`src/rtl/instr_fetch.sv`:
```
// Instruction fetch stage: issues word addresses to a synchronous-read memory,
// registers the returned word for decode, and handles stall, redirect and halt.
module instr_fetch #(
  parameter logic [31:0] RESET_PC  = 32'h0000_0000,
  parameter int unsigned MEM_DEPTH = 11
) (
  input  logic        clk,
  input  logic        rst_n,
  input  logic        stall,
  input  logic        redirect_valid,
  input  logic [31:0] redirect_target,
  input  logic        halt_req,
  output logic [31:0] address,
  input  logic [31:0] instruction,
  output logic [31:0] if_instr,
  output logic [31:0] if_pc,
  output logic        if_valid,
  output logic        halted,
  output logic        fetch_fault
);

  localparam int unsigned AW = 32;

  localparam logic [1:0] S_BOOT   = 2'd0;
  localparam logic [1:0] S_RUN    = 2'd1;
  localparam logic [1:0] S_DRAIN  = 2'd2;
  localparam logic [1:0] S_HALTED = 2'd3;

  logic [1:0]    state_q, state_d;
  logic [AW-1:0] pc_q, pc_d;
  logic [AW-1:0] infl_pc_q, infl_pc_d;
  logic          infl_v_q, infl_v_d;
  logic [AW-1:0] if_instr_d, if_pc_d;
  logic          if_valid_d, halted_d, fetch_fault_d;
  logic          target_legal, at_end;

  // While stalled, re-present the in-flight address so its word is still on the bus when stall drops.
  assign address      = (stall && infl_v_q) ? infl_pc_q : pc_q;
  assign target_legal = redirect_target < AW'(MEM_DEPTH);
  assign at_end       = pc_q >= AW'(MEM_DEPTH);

  // State and pipeline registers.
  always_ff @(posedge clk or negedge rst_n) begin
    if (!rst_n) begin
      state_q     <= S_BOOT;
      pc_q        <= RESET_PC;
      infl_pc_q   <= '0;
      infl_v_q    <= 1'b0;
      if_instr    <= '0;
      if_pc       <= '0;
      if_valid    <= 1'b0;
      halted      <= 1'b0;
      fetch_fault <= 1'b0;
    end else begin
      state_q     <= state_d;
      pc_q        <= pc_d;
      infl_pc_q   <= infl_pc_d;
      infl_v_q    <= infl_v_d;
      if_instr    <= if_instr_d;
      if_pc       <= if_pc_d;
      if_valid    <= if_valid_d;
      halted      <= halted_d;
      fetch_fault <= fetch_fault_d;
    end
  end

  // Next-state and next-register logic; redirect outranks stall and halt.
  always_comb begin
    state_d       = state_q;
    pc_d          = pc_q;
    infl_pc_d     = infl_pc_q;
    infl_v_d      = infl_v_q;
    if_instr_d    = if_instr;
    if_pc_d       = if_pc;
    if_valid_d    = if_valid;
    fetch_fault_d = fetch_fault;

    if (state_q == S_BOOT) begin
      state_d = S_RUN;
    end else if (redirect_valid) begin
      infl_v_d   = 1'b0;
      if_valid_d = 1'b0;
      if (target_legal) begin
        pc_d    = redirect_target;
        state_d = S_RUN;
      end else begin
        fetch_fault_d = 1'b1;
        state_d       = S_HALTED;
      end
    end else if (!stall) begin
      if_instr_d = instruction;
      if_pc_d    = infl_pc_q;
      if_valid_d = infl_v_q;
      case (state_q)
        S_RUN: begin
          if (halt_req || at_end) begin
            infl_v_d = 1'b0;
            state_d  = S_DRAIN;
          end else begin
            infl_pc_d = pc_q;
            infl_v_d  = 1'b1;
            pc_d      = pc_q + AW'(1);
          end
        end
        S_DRAIN: begin
          infl_v_d = 1'b0;
          if (!infl_v_q) state_d = S_HALTED;
        end
        default: ;
      endcase
    end else if (state_q == S_RUN && halt_req) begin
      state_d = S_DRAIN;
    end

    halted_d = (state_d == S_HALTED);
  end

endmodule

```
`config.mk`:
```
export PLATFORM = sky130hd
export DESIGN_NAME = instr_fetch
export DESIGN_NICKNAME = d
export VERILOG_FILES = /design/src/rtl/instr_fetch.sv
export SDC_FILE = /design/constraint.sdc
export NUM_CORES = 1
export LEC_CHECK = 0
export ABC_AREA = 1
export CAP_MARGIN = 10
export CORE_MARGIN = 2
export CORE_UTILIZATION = 45
export DETAILED_ROUTE_END_ITERATION = 8
export GPL_TIMING_DRIVEN = 0
export PLACE_DENSITY_LB_ADDON = 0.12
export SLEW_MARGIN = 20
export SYNTH_ARGS = -nofsm -noshare
export SYNTH_HDL_FRONTEND = slang
export SYNTH_SLANG_ARGS = --single-unit
```
`constraint.sdc`:
```
create_clock -name clk -period 4.73 [get_ports clk]
set_input_delay 1.1825 -clock clk [delete_from_list [all_inputs] [get_ports clk]]
set_output_delay 1.1825 -clock clk [all_outputs]
set_load 0.005 [all_outputs]
```
==> results.yml, run 1 <==
power_and_ir_drop:
  p_leak_uw: 0.00431
  ir_drop_v: 0.000253
  power_uw: 3170
  power.density_mw_per_mm2: 381
synth:
  synthTopCellsByCount: "nand2_1, dfrtp_1, inv_1, o21ai_0, nor2_1"
  syn_avg_cell_area_um2: 8.28
  yosysUniqueCellTypes: 26
  synthTopCellsByArea: "dfrtp_1, nand2_1, inv_1, o21ai_0, nor2_1"
  synth_edf_count: 0
  async_reset_ff_share_pct: 100
  yosysWarnings: 0
  synth_most_common_cell: "nand2_1"
  synth_area_mm2: 0.00580
  netlist.area_leader.share_pct: 57.8
  ys_seq_area_share_pct: 57.8
  syn_inst: 701
  synth_ff_type: "dfrtp_1"
  yosysTopAreaCell: "dfrtp_1"
  synth_nets: 775
  ys_seq_elements: 134
global_routing:
  grt_usage_pct: 21.3
  grt_max_degree: 100
  antenna_found_initial: 0
  grt_first_pass_wirelength_um: 23600
  grt_pass1_vias: 4919
  grt_remaining_overflow: 0
clocking:
  path_clk_slew_ps: 60
  clock-sinks: 134
  cts_buffer_depth: 2
  clock_latency_ps: 410
  ctsHoldBuffers: 0
  cts_tree: "yes"
  cts_root_buffer: "clkbuf_16"
  htree_levels: 4
  cts_setup_buffers: 0
  cts_resized: 0
  cts_buffers: 17
detailed_routing:
  drt_wl_total_um: 14100
  drt_iter0_drc: 232
  wire_per_inst_um: 13.2
  drc: 0
  drtAntennaViolNets: 0
  viasPerCell: 4.60
  vias: 4927
  first_pass_iters: 5
final_layout:
  diodes: 0
  final_nets: 961
  final_cells: 1071
  synthToLayoutAreaGrowth_pct: 43.3
  nFillCells: 1075
  drive_gt1_share_pct: 7.23
critical_path:
  cp-start-kind: "input pin"
  arrival_ps: 3170
  endpoint_kind: "output pin"
  worstPathMaxFanout: 10
  critPathKind: "in -> out"
  required_ps: 3550
  reg2reg_from: "state_q[0]$_DFF_PN0_"
  cp-startpoint: "stall"
floorplanning:
  fp.dieW_um: 118
  io_pins: 168
  floorplan.initialDensity_pct: 46.0
  floorplan.die_area_mm2: 0.0138
  core.rowCount: 41
  coreArea_mm2: 0.0126
  die_h_um: 118
sta:
  drv_slew: 0
  fin_crit_sh_pct: 92.1
  finalCriticalPeriod_ps: 4360
  tightestPinTransition_ps: 565
  slew_headroom_pct: 62.3
  hold_viol: 0
  timing.setup.tns_ps: 0
  skew_ps: 5.10
  worst_hold_slack_ps: 465
  finalSetupViolations: 0
  fmax_mhz: 230
  rsz0062_at_grt: "false"
worst_hold_path:
  hold_path_class: "reg -> reg"
  hold_start: "infl_pc_q[16]$_DFFE_PN0P_"
run:
  maxCapViolations: 0
placement:
  hpwl_um: 10200
  dp_cells: 1040
  routabilityCongestion: 0.758
  io_buffers: 166
status:
  status: "finished, final reports clean"
-- final cells by class --
class,instances,area (um^2),share of cell area (%)
buffer,27,165,1.99
multi-input combinational,421,1840,22.1
timing repair buffer,167,1690,20.4
clock buffer,24,512,6.15
tap,172,215,2.59
sequential,134,3350,40.3
inverter,119,447,5.37
clock inverter,7,92.6,1.11
-- critical path, stage by stage --
cell and delay, ps:
clkdlybuf4s50_1 470, nand2_1 330, clkbuf_1 410, nand2_1 120
o21ai_0 120, clkdlybuf4s50_1 540
-- placed cells by master (no fill, tap or decap), types with 4 or more instances in the layout --
cell / n
dfrtp_1: 134
nand3_1: 5
buf_2: 6
nor2_1: 40
clkbuf_16: 17
clkbuf_8: 6
inv_2: 5
buf_6: 7
ha_1: 5
inv_1: 114
nand4_1: 7
nand2_1: 270
clkbuf_1: 14
o21ai_0: 71
clkdlybuf4s50_1: 165
a21oi_1: 4
-- layer usage --
metal,global-route usage [%],vias to the layer above,wire length (um)
met5,0,-,0
met4,7.91,0,181
li1,-,2472,-
met3,5.52,13,653
met1,27.5,2307,6500
met2,34.8,135,6780
-- cell families after synthesis --
| group | Yosys count | share of synthesized area, % |
|---|---|---|
| AND/OR/NAND/NOR | 334 | 23.1 |
| buffers and inverters | 146 | 10.5 |
| flip-flops | 134 | 57.8 |
| AO/OA/AOI/OAI | 81 | 7.29 |
| adder cells (fa/ha/maj) | 5 | 1.08 |
| XOR/XNOR | 1 | 0.151 |
-- worst paths after layout --
path	end	slack, ps	cells past startpoint
worst max-delay path	address[28]	370	6
worst min-delay path	infl_pc_q[16]$_DFFE_PN0P_	460	2
worst max register to register	if_pc[21]$_DFFE_PN0P_	2720	7
worst min register to register	infl_pc_q[16]$_DFFE_PN0P_	460	2
max in group asynchronous	pc_q[28]$_DFFE_PN0P_	3360	2
min in group asynchronous	if_pc[10]$_DFFE_PN0P_	630	1
-- per-stage QoR --
stage	setup slack (ps)	instance area (um^2)	utilization, %
after floorplan	1760	5800	-
after global placement	-2710	7680	60.8
after detailed placement	359	7710	61.1
after CTS	350	8320	65.9
after global routing	258	8320	65.9
final	374	8320	65.9
-- power breakdown --
part	leakage (uW)	total [uW]	internal, uW	switching, uW
combinational	0.00223	547	269	278
clock	0.000302	1320	856	466
sequential	0.00178	1300	1230	68.7
total	0.00431	3170	2360	813
-- registers in the layout, indices dropped and copies added, names as in the netlist --
| signal | count |
|---|---|
| fetch_fault | 1 |
| halted | 1 |
| if_instr | 32 |
| if_pc | 32 |
| if_valid | 1 |
| infl_pc_q | 32 |
| infl_v_q | 1 |
| pc_q | 32 |
| state_q | 2 |
Note: power is estimated with default switching activity, not from simulation.
==> run 2: changes to the inputs <==
- CORE_UTILIZATION: 45 -> 33
- CTS_CLUSTER_SIZE: default -> 40
==> results.yml, run 2 (synthesis results as in run 1) <==
critical_path:
  r2r_end: "if_valid$_DFFE_PN0P_"
  reg2regPathDepth: 6
  cp-startpoint: "stall"
  worstPathMaxFanout: 10
  cp-start-kind: "input pin"
  ff2ff_setup_slack_ps: 2720
  reg2reg_from: "state_q[0]$_DFF_PN0_"
  endpoint_kind: "output pin"
  arrival_ps: 3270
  required_ps: 3550
  critPathKind: "in -> out"
  crit_path_end: "address[30]"
clocking:
  cts_buffer_depth: 2
  cts_setup_buffers: 0
  ctsHoldBuffers: 0
  clock_latency_ps: 420
  cts_tree: "yes"
  cts_buffers: 17
  htree_levels: 4
  cts_root_buffer: "clkbuf_16"
  path_clk_slew_ps: 60
  cts_resized: 0
  clock-sinks: 134
sta:
  slew_headroom_pct: 62.7
  finalCriticalPeriod_ps: 4450
  tightestPinTransition_ps: 559
  finalSetupViolations: 0
  drv_slew: 0
  hold_viol: 0
  fmax_mhz: 225
  rsz0062_at_grt: "false"
  timing.setup.tns_ps: 0
  skew_ps: 12.1
  fin_crit_sh_pct: 94.1
power_and_ir_drop:
  power_switching_share_pct: 26.1
  p_clk_share_pct: 41.8
  p_comb_share_pct: 17.3
  power.internal_uw: 2350
  power.density_mw_per_mm2: 379
  p_leak_uw: 0.00430
  power.net_switching_uw: 827
  ir_drop_v: 0.000259
  pwr-share-seq_pct: 40.9
detailed_routing:
  drc: 0
  first_pass_iters: 4
  vias: 4815
  drt_wl_total_um: 14900
  wire_per_inst_um: 13.3
  viasPerCell: 4.28
  drt_iter0_drc: 215
  drtAntennaViolNets: 0
global_routing:
  grt_max_degree: 85
  grt_remaining_overflow: 0
  grt_first_pass_wirelength_um: 24000
  antenna_found_initial: 0
  grt_pass1_vias: 4709
  grt_usage_pct: 16.7
final_layout:
  final_nets: 961
  final_common_cell: "nand2_1"
  diodes: 0
  nFillCells: 1697
  final_cell_area_mm2: 0.00838
  drive_gt1_share_pct: 7.11
  layout_common_cells: "nand2_1, clkdlybuf4s50_1, dfrtp_1"
  synthToLayoutAreaGrowth_pct: 44.4
floorplanning:
  io_pins: 168
  die_h_um: 137
  fp.dieW_um: 137
  floorplan.die_area_mm2: 0.0187
  floorplan.initialDensity_pct: 33.7
  core.rowCount: 48
  coreArea_mm2: 0.0172
status:
  status: "finished, final reports clean"
placement:
  placed_area_mm2: 0.00778
  routabilityCongestion: 0.775
  hpwl_um: 10500
  io_buffers: 166
worst_hold_path:
  hold_path_class: "reg -> reg"
run:
  maxCapViolations: 0
==> run 2: cell types whose count changed in the layout (fill, tap and decap cells not counted), sizes merged <==
cell    before  now
clkbuf      37   38
==> run 2: layer usage <==
metal,part of all wire (%),GRT usage (%),up-vias
met4,1.1,5.09,0
met5,0,0,-
met3,8.1,5.00,12
met1,47,22.9,2193
met2,44,25.4,139
li1,-,-,2471
==> run 2: worst min-delay path by stage <==
stage / startpoint / end / slack [ps] / cells after the start
3_3_place_gp: infl_pc_q[20]$_DFFE_PN0P_ / infl_pc_q[20]$_DFFE_PN0P_ / 450 / 2
5_1_grt: infl_pc_q[28]$_DFFE_PN0P_ / infl_pc_q[28]$_DFFE_PN0P_ / 480 / 2
4_1_cts: infl_pc_q[28]$_DFFE_PN0P_ / infl_pc_q[28]$_DFFE_PN0P_ / 470 / 2
2_1_floorplan: infl_pc_q[10]$_DFFE_PN0P_ / infl_pc_q[10]$_DFFE_PN0P_ / 440 / 2
3_5_place_dp: infl_pc_q[14]$_DFFE_PN0P_ / infl_pc_q[14]$_DFFE_PN0P_ / 450 / 2
6_report: infl_pc_q[26]$_DFFE_PN0P_ / infl_pc_q[26]$_DFFE_PN0P_ / 460 / 2
==> run 2: area by class of cell <==
class | instances | area (um^2) | share of cell area (%)
Clock buffer | 25 | 505 | 6.04
Clock inverter | 7 | 92.6 | 1.11
Inverter | 119 | 447 | 5.33
Buffer | 27 | 165 | 1.97
Tap cell | 225 | 282 | 3.36
Sequential cell | 134 | 3350 | 40.0
Multi-Input combinational cell | 421 | 1840 | 21.9
Timing Repair Buffer | 167 | 1690 | 20.2
==> run 2: power by group through the flow <==
stage	Sequential (uW)	Clock (uW)	Combinational (uW)
final	1300	1330	548
after global routing	1310	1420	622
after CTS	1300	1360	561
after detailed placement	1320	0	557
after global placement	1320	0	552
after floorplan	1310	0	249
==> run 2: per-stage QoR <==
stage / power (uW) / cells / hold WS, ps / util, % / setup slack [ps]
5_1_grt: 3350 / 1125 / 480 / 48.6 / 77.9
2_1_floorplan: 1560 / 701 / 436 / - / 1760
3_5_place_dp: 1880 / 1093 / 452 / 45.1 / 268
6_report: 3170 / 1125 / 462 / 48.6 / 280
3_3_place_gp: 1870 / 1092 / 449 / 44.9 / -3190
4_1_cts: 3230 / 1125 / 467 / 48.6 / 256
==> run 2: critical path, cell delays in order <==
cell and delay, ps:
clkdlybuf4s50_1 460, nand2_1 330, clkbuf_1 480, nand2_1 100, o21ai_0 150, clkdlybuf4s50_1 570
==> run 3: changes to the inputs <==
- CORE_UTILIZATION: 33 -> 51
==> results.yml, run 3 (synthesis results as in run 1) <==
status:
  status: "finished, final reports clean"
final_layout:
  drive_gt1_share_pct: 7.01
  multi_input_area_mm2: 0.00184
  final_common_cell: "nand2_1"
  final_cell_area_mm2: 0.00822
  seqCellArea_mm2: 0.00335
  nFillCells: 811
  synthToLayoutAreaGrowth_pct: 41.8
  layout_common_cells: "nand2_1, clkdlybuf4s50_1, dfrtp_1"
  final_cells: 1039
  final_nets: 961
  diodes: 0
clocking:
  cts_buffers: 17
  path_clk_slew_ps: 50
  cts_tree: "yes"
  clock_latency_ps: 420
  ctsHoldBuffers: 0
  cts_resized: 0
  cts_buffer_depth: 2
  clock-sinks: 134
  cts_setup_buffers: 0
  htree_levels: 4
  cts_root_buffer: "clkbuf_16"
critical_path:
  max_stage_delay_ps: 540
  required_ps: 3550
  worstPathMaxFanout: 10
  critPathKind: "in -> out"
  reg2regPathDepth: 7
  cp-start-kind: "input pin"
  r2r_end: "if_pc[19]$_DFFE_PN0P_"
  crit_chain: "clkdlybuf4s50_1, nand2_1, clkbuf_1, nand2_1, o21ai_0, clkdlybuf4s50_1"
  crit_slowest_cell: "clkdlybuf4s50_1"
  arrival_ps: 3170
  reg2reg_from: "state_q[0]$_DFF_PN0_"
  ff2ff_setup_slack_ps: 2730
  endpoint_kind: "output pin"
worst_hold_path:
  whs_path_depth: 2
  hold_path_class: "reg -> reg"
  whs_endpoint: "infl_pc_q[8]$_DFFE_PN0P_"
  hold_start: "infl_pc_q[8]$_DFFE_PN0P_"
sta:
  worst_hold_slack_ps: 464
  hold_viol: 0
  fmax_mhz: 230
  slew_headroom_pct: 64.0
  drv_slew: 0
  rsz0062_at_grt: "false"
  skew_ps: 11.8
  finalCriticalPeriod_ps: 4350
  finalSetupViolations: 0
  fin_crit_sh_pct: 92.0
  tightestPinTransition_ps: 541
power_and_ir_drop:
  p_leak_uw: 0.00428
  power.density_mw_per_mm2: 373
  ir_drop_v: 0.000244
  power_uw: 3070
placement:
  placed_area_mm2: 0.00767
  io_buffers: 166
  dp_cells: 1008
  hpwl_um: 10300
  routabilityCongestion: 0.809
floorplanning:
  die_h_um: 111
  io_pins: 168
  floorplan.initialDensity_pct: 52.8
  core.rowCount: 38
  floorplan.die_area_mm2: 0.0122
  fp.dieW_um: 111
  coreArea_mm2: 0.0110
detailed_routing:
  vias: 5003
  viasPerCell: 4.82
  drtAntennaViolNets: 0
  drc: 0
  drt_iter0_drc: 368
  drt_wl_total_um: 14200
  first_pass_iters: 4
  wire_per_inst_um: 13.7
global_routing:
  grt.met2_usage_pct: 41.3
  grt_usage_pct: 24.5
  antenna_found_initial: 0
  top_usage_layer: "met2"
  grt_remaining_overflow: 0
  grt_first_pass_wirelength_um: 24200
  grtUsageMet1_pct: 31.3
  grt_use_met3_pct: 6.56
  grt_pass1_vias: 5115
  grt_max_degree: 72
run:
  maxCapViolations: 0
-- run 3: where the power goes --
group	total [uW]	switching, uW	internal (uW)
Sequential	1300	69.1	1230
Combinational	548	279	269
Clock	1220	458	758
-- run 3: worst max-delay path: cells and delay by family --
kind | cells | cell delay, ps
AOI/OAI and AO/OA | 1 | 110
buffers and inverters | 3 | 1420
and+or+nand+nor | 2 | 450
-- run 3: per-layer routing --
layer  up-vias  share of wire [%]
met1      2391                 43
met5         -                  0
met2       129                 51
met4         0                1.2
met3        12                4.6
li1       2471                  -
-- run 3: through the flow --
stage | worst slack (ps) | setup TNS (ps) | utilization [%]
floorplan | 1760 | 0 | -
global placement | -2600 | -347590 | 69.5
detailed placement | 372 | 0 | 69.8
CTS | 357 | 0 | 74.9
global route | 263 | 0 | 74.9
finish | 379 | 0 | 74.9
-- run 3: cell type report --
class,count,area share (%)
clock inverter,8,0.913
tap,140,2.13
clock buffer,23,5.81
sequential,134,40.8
multi-input combinational,421,22.3
timing repair buffer,167,20.6
buffer,27,2.01
inverter,119,5.43
-- run 3: worst max-delay path by stage --
stage | cells past startpoint | startpoint | end
floorplan | 4 | stall | address[10]
CTS | 6 | stall | address[22]
detailed placement | 6 | stall | address[22]
finish | 6 | stall | address[28]
global placement | 1 | rst_n | if_instr[21]$_DFFE_PN0P_
global route | 6 | stall | address[26]
